--- config.mk ---
export PLATFORM = sky130hd
export DESIGN_NAME = uart_rx
export DESIGN_NICKNAME = d
export VERILOG_FILES = /design/src/rtl/uart_pkg.sv /design/src/rtl/uart_rx_sampler.sv /design/src/rtl/uart_rx.sv
export SDC_FILE = /design/constraint.sdc
export NUM_CORES = 1
export LEC_CHECK = 0
export CORE_MARGIN = 4
export CORE_UTILIZATION = 50
export CTS_CLUSTER_SIZE = 16
export DETAILED_ROUTE_END_ITERATION = 8
export GPL_ROUTABILITY_DRIVEN = 0
export GPL_TIMING_DRIVEN = 0
export PLACE_DENSITY = 0.78
export SYNTH_ARGS = -nofsm -noshare
export SYNTH_HDL_FRONTEND = slang
export SYNTH_SLANG_ARGS = --single-unit
--- constraint.sdc ---
create_clock -name Clk -period 2 [get_ports Clk]
set_clock_uncertainty 0.05 [all_clocks]
set_input_delay 0.4 -clock Clk [delete_from_list [all_inputs] [get_ports Clk]]
set_output_delay 0.4 -clock Clk [all_outputs]
set_load 0.01 [all_outputs]
--- src/rtl/uart_pkg.sv ---
// Shared UART definitions: frame FSM states, parity-type constants and the
// parity helper used by both the receiver and the transmitter.
package uart_pkg;

  typedef enum logic [2:0] {
    IDLE,
    START,
    DATA,
    PARITY,
    STOP
  } uart_state_e;

  localparam logic PARITY_EVEN = 1'b0;
  localparam logic PARITY_ODD  = 1'b1;

  // Widest data word the parity helper accepts; callers zero-extend.
  localparam int unsigned UART_MAX_WIDTH = 32;

  // Expected parity bit for a data word: XOR of the bits for even parity,
  // inverted for odd parity. Zero-extension leaves the XOR unchanged.
  function automatic logic parity_bit(input logic [UART_MAX_WIDTH-1:0] data,
                                      input logic                      typ);
    return (^data) ^ (typ == PARITY_ODD);
  endfunction

endpackage

--- src/rtl/uart_rx_sampler.sv ---
// UART receive front end: 2-flop synchroniser, per-bit edge counter and
// 3-sample mid-bit majority vote.
module uart_rx_sampler #(
  parameter int unsigned PRESCALE = 8
) (
  input  logic clk,
  input  logic rst_n,
  input  logic rx_in,
  input  logic start,     // start-bit detect cycle: counts as edge 0
  input  logic active,    // a frame is in progress
  output logic rx_s,
  output logic bit_val,   // majority of the three mid-bit samples
  output logic vote_ok,   // bit_val is final from this cycle on
  output logic bit_done   // last cycle of the current bit period
);

  localparam int unsigned   EW   = $clog2(PRESCALE);
  localparam logic [EW-1:0] S0   = EW'(PRESCALE / 2 - 1);
  localparam logic [EW-1:0] S1   = EW'(PRESCALE / 2);
  localparam logic [EW-1:0] S2   = EW'(PRESCALE / 2 + 1);
  localparam logic [EW-1:0] LAST = EW'(PRESCALE - 1);

  logic          sync1;
  logic [EW-1:0] edge_cnt;
  logic [2:0]    samp;
  logic          third;

  // Two-stage synchroniser, idles high like the line.
  always_ff @(posedge clk or negedge rst_n) begin
    if (!rst_n) begin
      sync1 <= 1'b1;
      rx_s  <= 1'b1;
    end else begin
      sync1 <= rx_in;
      rx_s  <= sync1;
    end
  end

  // Edge counter: restarts at 1 after the detect cycle, wraps every bit, parks at 0 when idle.
  always_ff @(posedge clk or negedge rst_n) begin
    if (!rst_n) begin
      edge_cnt <= '0;
    end else if (start) begin
      edge_cnt <= EW'(1);
    end else if (!active || edge_cnt == LAST) begin
      edge_cnt <= '0;
    end else begin
      edge_cnt <= edge_cnt + EW'(1);
    end
  end

  // Capture the three mid-bit samples.
  always_ff @(posedge clk or negedge rst_n) begin
    if (!rst_n) begin
      samp <= '0;
    end else begin
      if (edge_cnt == S0) samp[0] <= rx_s;
      if (edge_cnt == S1) samp[1] <= rx_s;
      if (edge_cnt == S2) samp[2] <= rx_s;
    end
  end

  // Majority vote; the third sample is taken live in its own cycle so the
  // vote is already final there (needed when PRESCALE = 4).
  always_comb begin
    third    = (edge_cnt == S2) ? rx_s : samp[2];
    bit_val  = (samp[0] & samp[1]) | (samp[0] & third) | (samp[1] & third);
    vote_ok  = (edge_cnt == S2);
    bit_done = (edge_cnt == LAST);
  end

endmodule

--- src/rtl/uart_rx.sv ---
// UART receiver: frames start/data/optional parity/stop from the sampled
// line and reports a good word or error flags as one-cycle pulses.
module uart_rx
  import uart_pkg::*;
#(
  parameter int unsigned P_Data_Width = 8,
  parameter int unsigned PRESCALE     = 8
) (
  input  logic                    Clk,
  input  logic                    Reset,
  input  logic                    RX_IN,
  input  logic                    Parity_EN,
  input  logic                    Parity_TYP,
  output logic [P_Data_Width-1:0] P_Data,
  output logic                    Data_Valid,
  output logic                    Parity_Error,
  output logic                    Stop_Error
);

  if ((PRESCALE % 2) != 0 || PRESCALE < 4) begin : g_prescale_chk
    $error("uart_rx: PRESCALE must be even and >= 4");
  end
  if (P_Data_Width < 1 || P_Data_Width > UART_MAX_WIDTH) begin : g_width_chk
    $error("uart_rx: P_Data_Width out of range");
  end

  localparam int unsigned    BCW      = (P_Data_Width > 1) ? $clog2(P_Data_Width) : 1;
  localparam logic [BCW-1:0] LAST_BIT = BCW'(P_Data_Width - 1);

  uart_state_e               state;
  logic [P_Data_Width-1:0]   shreg;
  logic [P_Data_Width:0]     shift_nxt;
  logic [BCW-1:0]            bit_cnt;
  logic                      par_en_l;
  logic                      par_typ_l;
  logic                      par_err;
  logic [UART_MAX_WIDTH-1:0] par_vec;
  logic                      par_exp;

  logic rx_s;
  logic bit_val;
  logic vote_ok;
  logic bit_done;
  logic start;
  logic active;

  uart_rx_sampler #(
    .PRESCALE(PRESCALE)
  ) u_sampler (
    .clk     (Clk),
    .rst_n   (Reset),
    .rx_in   (RX_IN),
    .start   (start),
    .active  (active),
    .rx_s    (rx_s),
    .bit_val (bit_val),
    .vote_ok (vote_ok),
    .bit_done(bit_done)
  );

  // Start detect, shift-in value and expected parity of the received word.
  always_comb begin
    start     = (state == IDLE) && !rx_s;
    active    = (state != IDLE);
    shift_nxt = {bit_val, shreg} >> 1;
    par_vec   = '0;
    par_vec[P_Data_Width-1:0] = shreg;
    par_exp   = parity_bit(par_vec, par_typ_l);
  end

  // Frame FSM with shift register, parity check and registered result pulses.
  always_ff @(posedge Clk or negedge Reset) begin
    if (!Reset) begin
      state        <= IDLE;
      shreg        <= '0;
      bit_cnt      <= '0;
      par_en_l     <= 1'b0;
      par_typ_l    <= 1'b0;
      par_err      <= 1'b0;
      P_Data       <= '0;
      Data_Valid   <= 1'b0;
      Parity_Error <= 1'b0;
      Stop_Error   <= 1'b0;
    end else begin
      Data_Valid   <= 1'b0;
      Parity_Error <= 1'b0;
      Stop_Error   <= 1'b0;
      case (state)
        IDLE: begin
          if (!rx_s) begin
            state     <= START;
            par_en_l  <= Parity_EN;
            par_typ_l <= Parity_TYP;
            par_err   <= 1'b0;
            bit_cnt   <= '0;
          end
        end
        START: begin
          if (vote_ok && bit_val) begin
            state <= IDLE;
          end else if (bit_done) begin
            state <= DATA;
          end
        end
        DATA: begin
          if (bit_done) begin
            shreg <= shift_nxt[P_Data_Width-1:0];
            if (bit_cnt == LAST_BIT) begin
              bit_cnt <= '0;
              state   <= par_en_l ? PARITY : STOP;
            end else begin
              bit_cnt <= bit_cnt + BCW'(1);
            end
          end
        end
        PARITY: begin
          if (bit_done) begin
            par_err <= (bit_val != par_exp);
            state   <= STOP;
          end
        end
        STOP: begin
          if (bit_done) begin
            state        <= IDLE;
            Parity_Error <= par_err;
            Stop_Error   <= !bit_val;
            if (!par_err && bit_val) begin
              P_Data     <= shreg;
              Data_Valid <= 1'b1;
            end
          end
        end
        default: state <= IDLE;
      endcase
    end
  end

endmodule

### Word-level counts from Yosys, hierarchy flattened

Index checks and enable logic that the tools add are counted.

* output and inout port bits: 11
* word-level logic and storage cells: 86
* register bits after elaboration: 36

* bitwise gates (word level): 7
* mux-type cells: 26
* eq/ne operators: 16
* add/sub/neg operators: 2
* reductions and logical operators: 19

Operator list (count)
* 2-to-1 mux 3 bit: 13
* XOR reduction 32 bit: 1
* == test 3 bit, second input constant: 5
* one-hot mux 3 bit (5 select lines): 1
* 2-to-1 mux 1 bit: 10
* inequality test 2 bit, second input constant: 5
* == test 3 x 2 -> 1 bit, second input constant: 3
* AND reduction 3 bit: 3
* adder 3 x 1 -> 3 bit, second input constant: 2
* one-hot mux 3 bit (2 select lines): 1
* AND reduction 6 bit: 1
* logical NOT 1 bit: 4
* AND reduction 2 bit: 2
* nonzero test 2 bit: 2
* bitwise AND 1 bit: 3
* == test 3 x 1 -> 1 bit, second input constant: 1
* logical AND 1 bit: 3
* logical NOT 3 bit: 1
* inequality test 3 bit, second input constant: 1
* nonzero test 3 bit: 1
* OR 1 bit: 2
* one-hot mux 1 bit (2 select lines): 1
* logical OR 1 bit: 1
* inequality test 1 bit: 1
* other kinds (2): 2

### Longest topological paths before layout

* word-level depth: 9
* gate-level depth with buffers: 9
* gate-level depth less buffers: 7

### By module

From an unflattened synthesis, not the netlist that was laid out.

* cell total of the unflattened synthesis: 132
* area, all modules: 1707.9 µm²

Modules (own cells, without submodules)
* uart_rx: times used 1, cells an instance 105, area each 1342.5 µm²
* uart_rx_sampler: times used 1, cells an instance 27, area each 365.4 µm²

### Worst setup path after synthesis

OpenSTA, ideal clock, no wires.

* path type: register to register
* start: reg u_sampler.edge_cnt[0]
* end: reg P_Data[0]
* stages on the path, launching flop included: 8
* path slack: -0.073 ns
* library setup time: 0.125 ns
* clock period less this slack: 2.073 ns
* arrival: 1.898 ns
* cell sequence: dfrtp_1 -> ha_1 -> nand2_2 -> mux2_4 -> maj3_2 -> nor3b_2 -> buf_6 -> mux2_4

* longest elaborated chain between the ends: 7
* elaborated cells between the ends (all ways): 9

RTL lines
* start, declared: RTL line uart_rx_sampler.sv:24 `logic [EW-1:0] edge_cnt;`
* start signal, assigned: RTL line uart_rx_sampler.sv:48 `edge_cnt <= edge_cnt + EW'(1);`
* == test 3 bit (*): RTL line uart_rx_sampler.sv:66 `third = (edge_cnt == S2) ? rx_s : samp[2];`
* 2-to-1 mux 1 bit (*)
* net u_sampler.third: RTL line uart_rx_sampler.sv:26 `logic third;`
* bitwise AND 1 bit: RTL line uart_rx_sampler.sv:67 `bit_val = (samp[0] & samp[1]) | (samp[0] & third) | (samp[1] & third);`
* OR 1 bit: RTL line uart_rx_sampler.sv:67
* OR 1 bit (*): RTL line uart_rx_sampler.sv:67
* logical AND 1 bit (*): RTL line uart_rx.sv:127 `if (!par_err && bit_val) begin`
* AND reduction 3 bit (no source line) (*)
* end signal, assigned: RTL line uart_rx.sv:128 `P_Data <= shreg;`
* end, declared: RTL line uart_rx.sv:14 `output logic [P_Data_Width-1:0] P_Data,`

Mark *: on every way through the listed nets, which the timed path passes. The rest lies on a longest branch.
A chain may end at the register's enable or synchronous reset.

### Final worst setup path

* start: reg u_sampler.edge_cnt[0]
* end: reg P_Data[4]

The elaborated chain is that of the path after synthesis.

==> flow_metrics.tcl <==
set metrics [dict create \
    path_max_fanout 5 \
    p_sw_frac 0.338 \
    antenna_found_initial 0 \
    yosysWarnings 0 \
    seq_area_um2 905 \
    pwr-share-comb 0.382 \
    fin_crit_sh 1.07 \
    netlist_area_mm2 0.00168 \
    final_cell_area_mm2 0.00213 \
    grt_max_degree 37 \
    routed-via-count 1236 \
    synth-edff-count 0 \
    hold_class "in -> async" \
    cts.clk_slew.worst_paths_ns 0.11 \
    cts-root-buf "clkbuf_4" \
    hold_viol_final 0 \
    io_buffers 15 \
    slew_headroom 0.479 \
    period_minus_slack_ns 2.13 \
    drv_slew 0 \
    dp_cells 210 \
    maxCapViolations 0 \
    switching_power_uw 713 \
    antenna_cells 0 \
    ys_ff_latch 36 \
    viasPerCell 5.40 \
    fin_nets 197 \
    clk_latency_ns 0.35 \
    worstSetupStartpointType "flip-flop" \
    postSynthAreaPerCell_um2 11.1 \
    worstPathArrival_ns 2.31 \
    area_growth_syn_to_layout_pct 26.4 \
    vdd.ir_drop.worst_v 0.000538 \
    violations "setup timing" \
    ys_types 39 \
    p_leak_uw 0.000993 \
    power_frac_seq 0.449 \
    overflow 0 \
    worstMarginPinSlew_ns 0.781 \
    final_common_cell "nand2_1" \
    cts_tree "done" \
    io_pins 16 \
    synth_ff_type "dfrtp_1" \
    syn-num-nets 163 \
    final-instance-count-excl-fill 229 \
    finalSetupViolations 9 \
    power_density_mw_per_mm2 992 \
    fp-row-count 20 \
    die_h_um 66.0 \
    rsz0062_at_grt "true" \
    drt_iter0_markers 65 \
    synthCells 151 \
    initial_core_util 0.538 \
    grt_pass1_wl_um 5450 \
    power.share.clock 0.169 \
    cp.required_ns 2.18 \
    coreArea_mm2 0.00313 \
    async_reset_ff_frac 1.00 \
    die_w_um 66.0 \
    drive_gt1_frac 0.276 \
    firstDrtPassIters 5 \
    placed_cell_area_mm2 0.00189 \
    clock-sinks 36 \
    cts_inserted_buffers 5 \
    clock_path_buffers 2 \
    setup_ws_ns -0.131 \
    cts-htree-levels 2 \
    status "finished, violations left" \
    grt_pass1_vias 1187 \
    synth_seq_area_share 0.537 \
    ant_nets 0 \
    dp_hpwl_um 2030 \
    drt-total-wl_um 3390 \
    die_area_mm2 0.00436 \
    grt_usage 0.171 \
    worstSetupPathType "reg -> reg" \
    final_cell_mix "nand2_1, dfrtp_1, clkdlybuf4s50_1" \
    num-fill-cells 224 \
    end_kind "flip-flop" \
    p_int_uw 1400 \
    drc 0 \
    multiInputGateArea_um2 802 \
    fmax_mhz 469 \
    wl_per_cell_um 14.8 \
    dpl_worst_slack_ns -0.236 \
]
## power by group through the flow
stage / registers, uW / clock network, uW / logic, uW
after global routing: 962 / 412 / 881
final: 947 / 356 / 806
after floorplan: 917 / 0 / 453
after global placement: 932 / 0 / 540
after detailed placement: 942 / 0 / 566
after CTS: 935 / 367 / 685
## repair_timing
action                     CTS  global route
setup endpoints to repair   19            20
hold buffers                 0             0
gates resized for setup     14            10
setup buffers                8             4
cloned                       1             0
pin swaps                    5             5
## layout make-up
cell class                 instances  area share
timing repair buffer              27       0.116
inverter                           8      0.0141
buffer                             6      0.0200
tap                               44      0.0259
clock inverter                     1     0.00235
sequential                        36       0.425
clock buffer                       6      0.0194
multi-input combinational        101       0.377
## stage by stage
step	util	total power (uW)	hold slack, ns	setup TNS (ns)
finish	0.680	2110	0.0665	-1.06
global route	0.680	2260	0.106	-1.75
CTS	0.659	1990	0.0944	-0.711
detailed placement	0.603	1510	0.302	-3.83
global placement	0.605	1470	0.296	-11.24
floorplan	-	1370	0.0544	-0.305
## sequential cells by signal, indices dropped and copies added (netlist names), 3 cells and up
register,cells
P_Data,8
bit_cnt,3
shreg,8
state,3
u_sampler.edge_cnt,3
u_sampler.samp,3
## cell usage after synthesis (all sizes together) (2+ instances only)
| library cell | number | share of area |
|---|---|---|
| maj3 | 2 | 0.013 |
| o21ai | 4 | 0.012 |
| mux2 | 12 | 0.10 |
| nor2 | 6 | 0.013 |
| dfstp | 2 | 0.031 |
| nand2 | 35 | 0.080 |
| ha | 7 | 0.052 |
| inv | 8 | 0.018 |
| dfrtp | 34 | 0.51 |
| o31ai | 3 | 0.013 |
| nand3 | 5 | 0.015 |
| xnor2 | 6 | 0.031 |
| or3 | 2 | 0.0074 |
| clkbuf | 4 | 0.0089 |
| nor3b | 2 | 0.012 |
| buf | 2 | 0.0097 |
| nor3 | 3 | 0.0089 |
## path summary, 6_finish.rpt
path,startpoint,endpoint,slack (ns),cells past startpoint
worst min register to register,u_sampler.sync1$_DFF_PN1_,u_sampler.rx_s$_DFF_PN1_,0.32,0
worst max register to register,u_sampler.edge_cnt[0]$_DFF_PN0_,P_Data[4]$_DFFE_PN0P_,-0.13,7
worst max-delay path,u_sampler.edge_cnt[0]$_DFF_PN0_,P_Data[4]$_DFFE_PN0P_,-0.13,7
min in group Clk,u_sampler.sync1$_DFF_PN1_,u_sampler.rx_s$_DFF_PN1_,0.32,0
max in group asynchronous,Reset,u_sampler.edge_cnt[0]$_DFF_PN0_,1.30,1
worst min-delay path,Reset,state[1]$_DFFE_PN0P_,0.07,1
## routing by layer
layer / global-route usage / share of wire / vias to the layer above
met5: 0 / 0 / -
met4: 0.0888 / 0.025 / 0
met3: 0.0595 / 0.070 / 9
met2: 0.252 / 0.50 / 47
met1: 0.221 / 0.40 / 609
li1: - / - / 571
## kinds of logic after synthesis
logic type / share of synthesized area
AND/OR/NAND/NOR: 0.151
flip-flops: 0.537
AO/OA/AOI/OAI: 0.0610
buffers and inverters: 0.0364
multiplexers: 0.100
adder cells (fa/ha/maj): 0.0647
XOR/XNOR: 0.0498
## worst max-delay path: stages, from the launching register on
cell     delay [ns]
dfrtp_2        0.47
ha_4           0.18
nand2_2        0.07
mux2_4         0.31
maj3_2         0.32
nor3b_4        0.18
buf_6          0.14
mux2_4         0.29
Power figures use the tool's default switching activity.
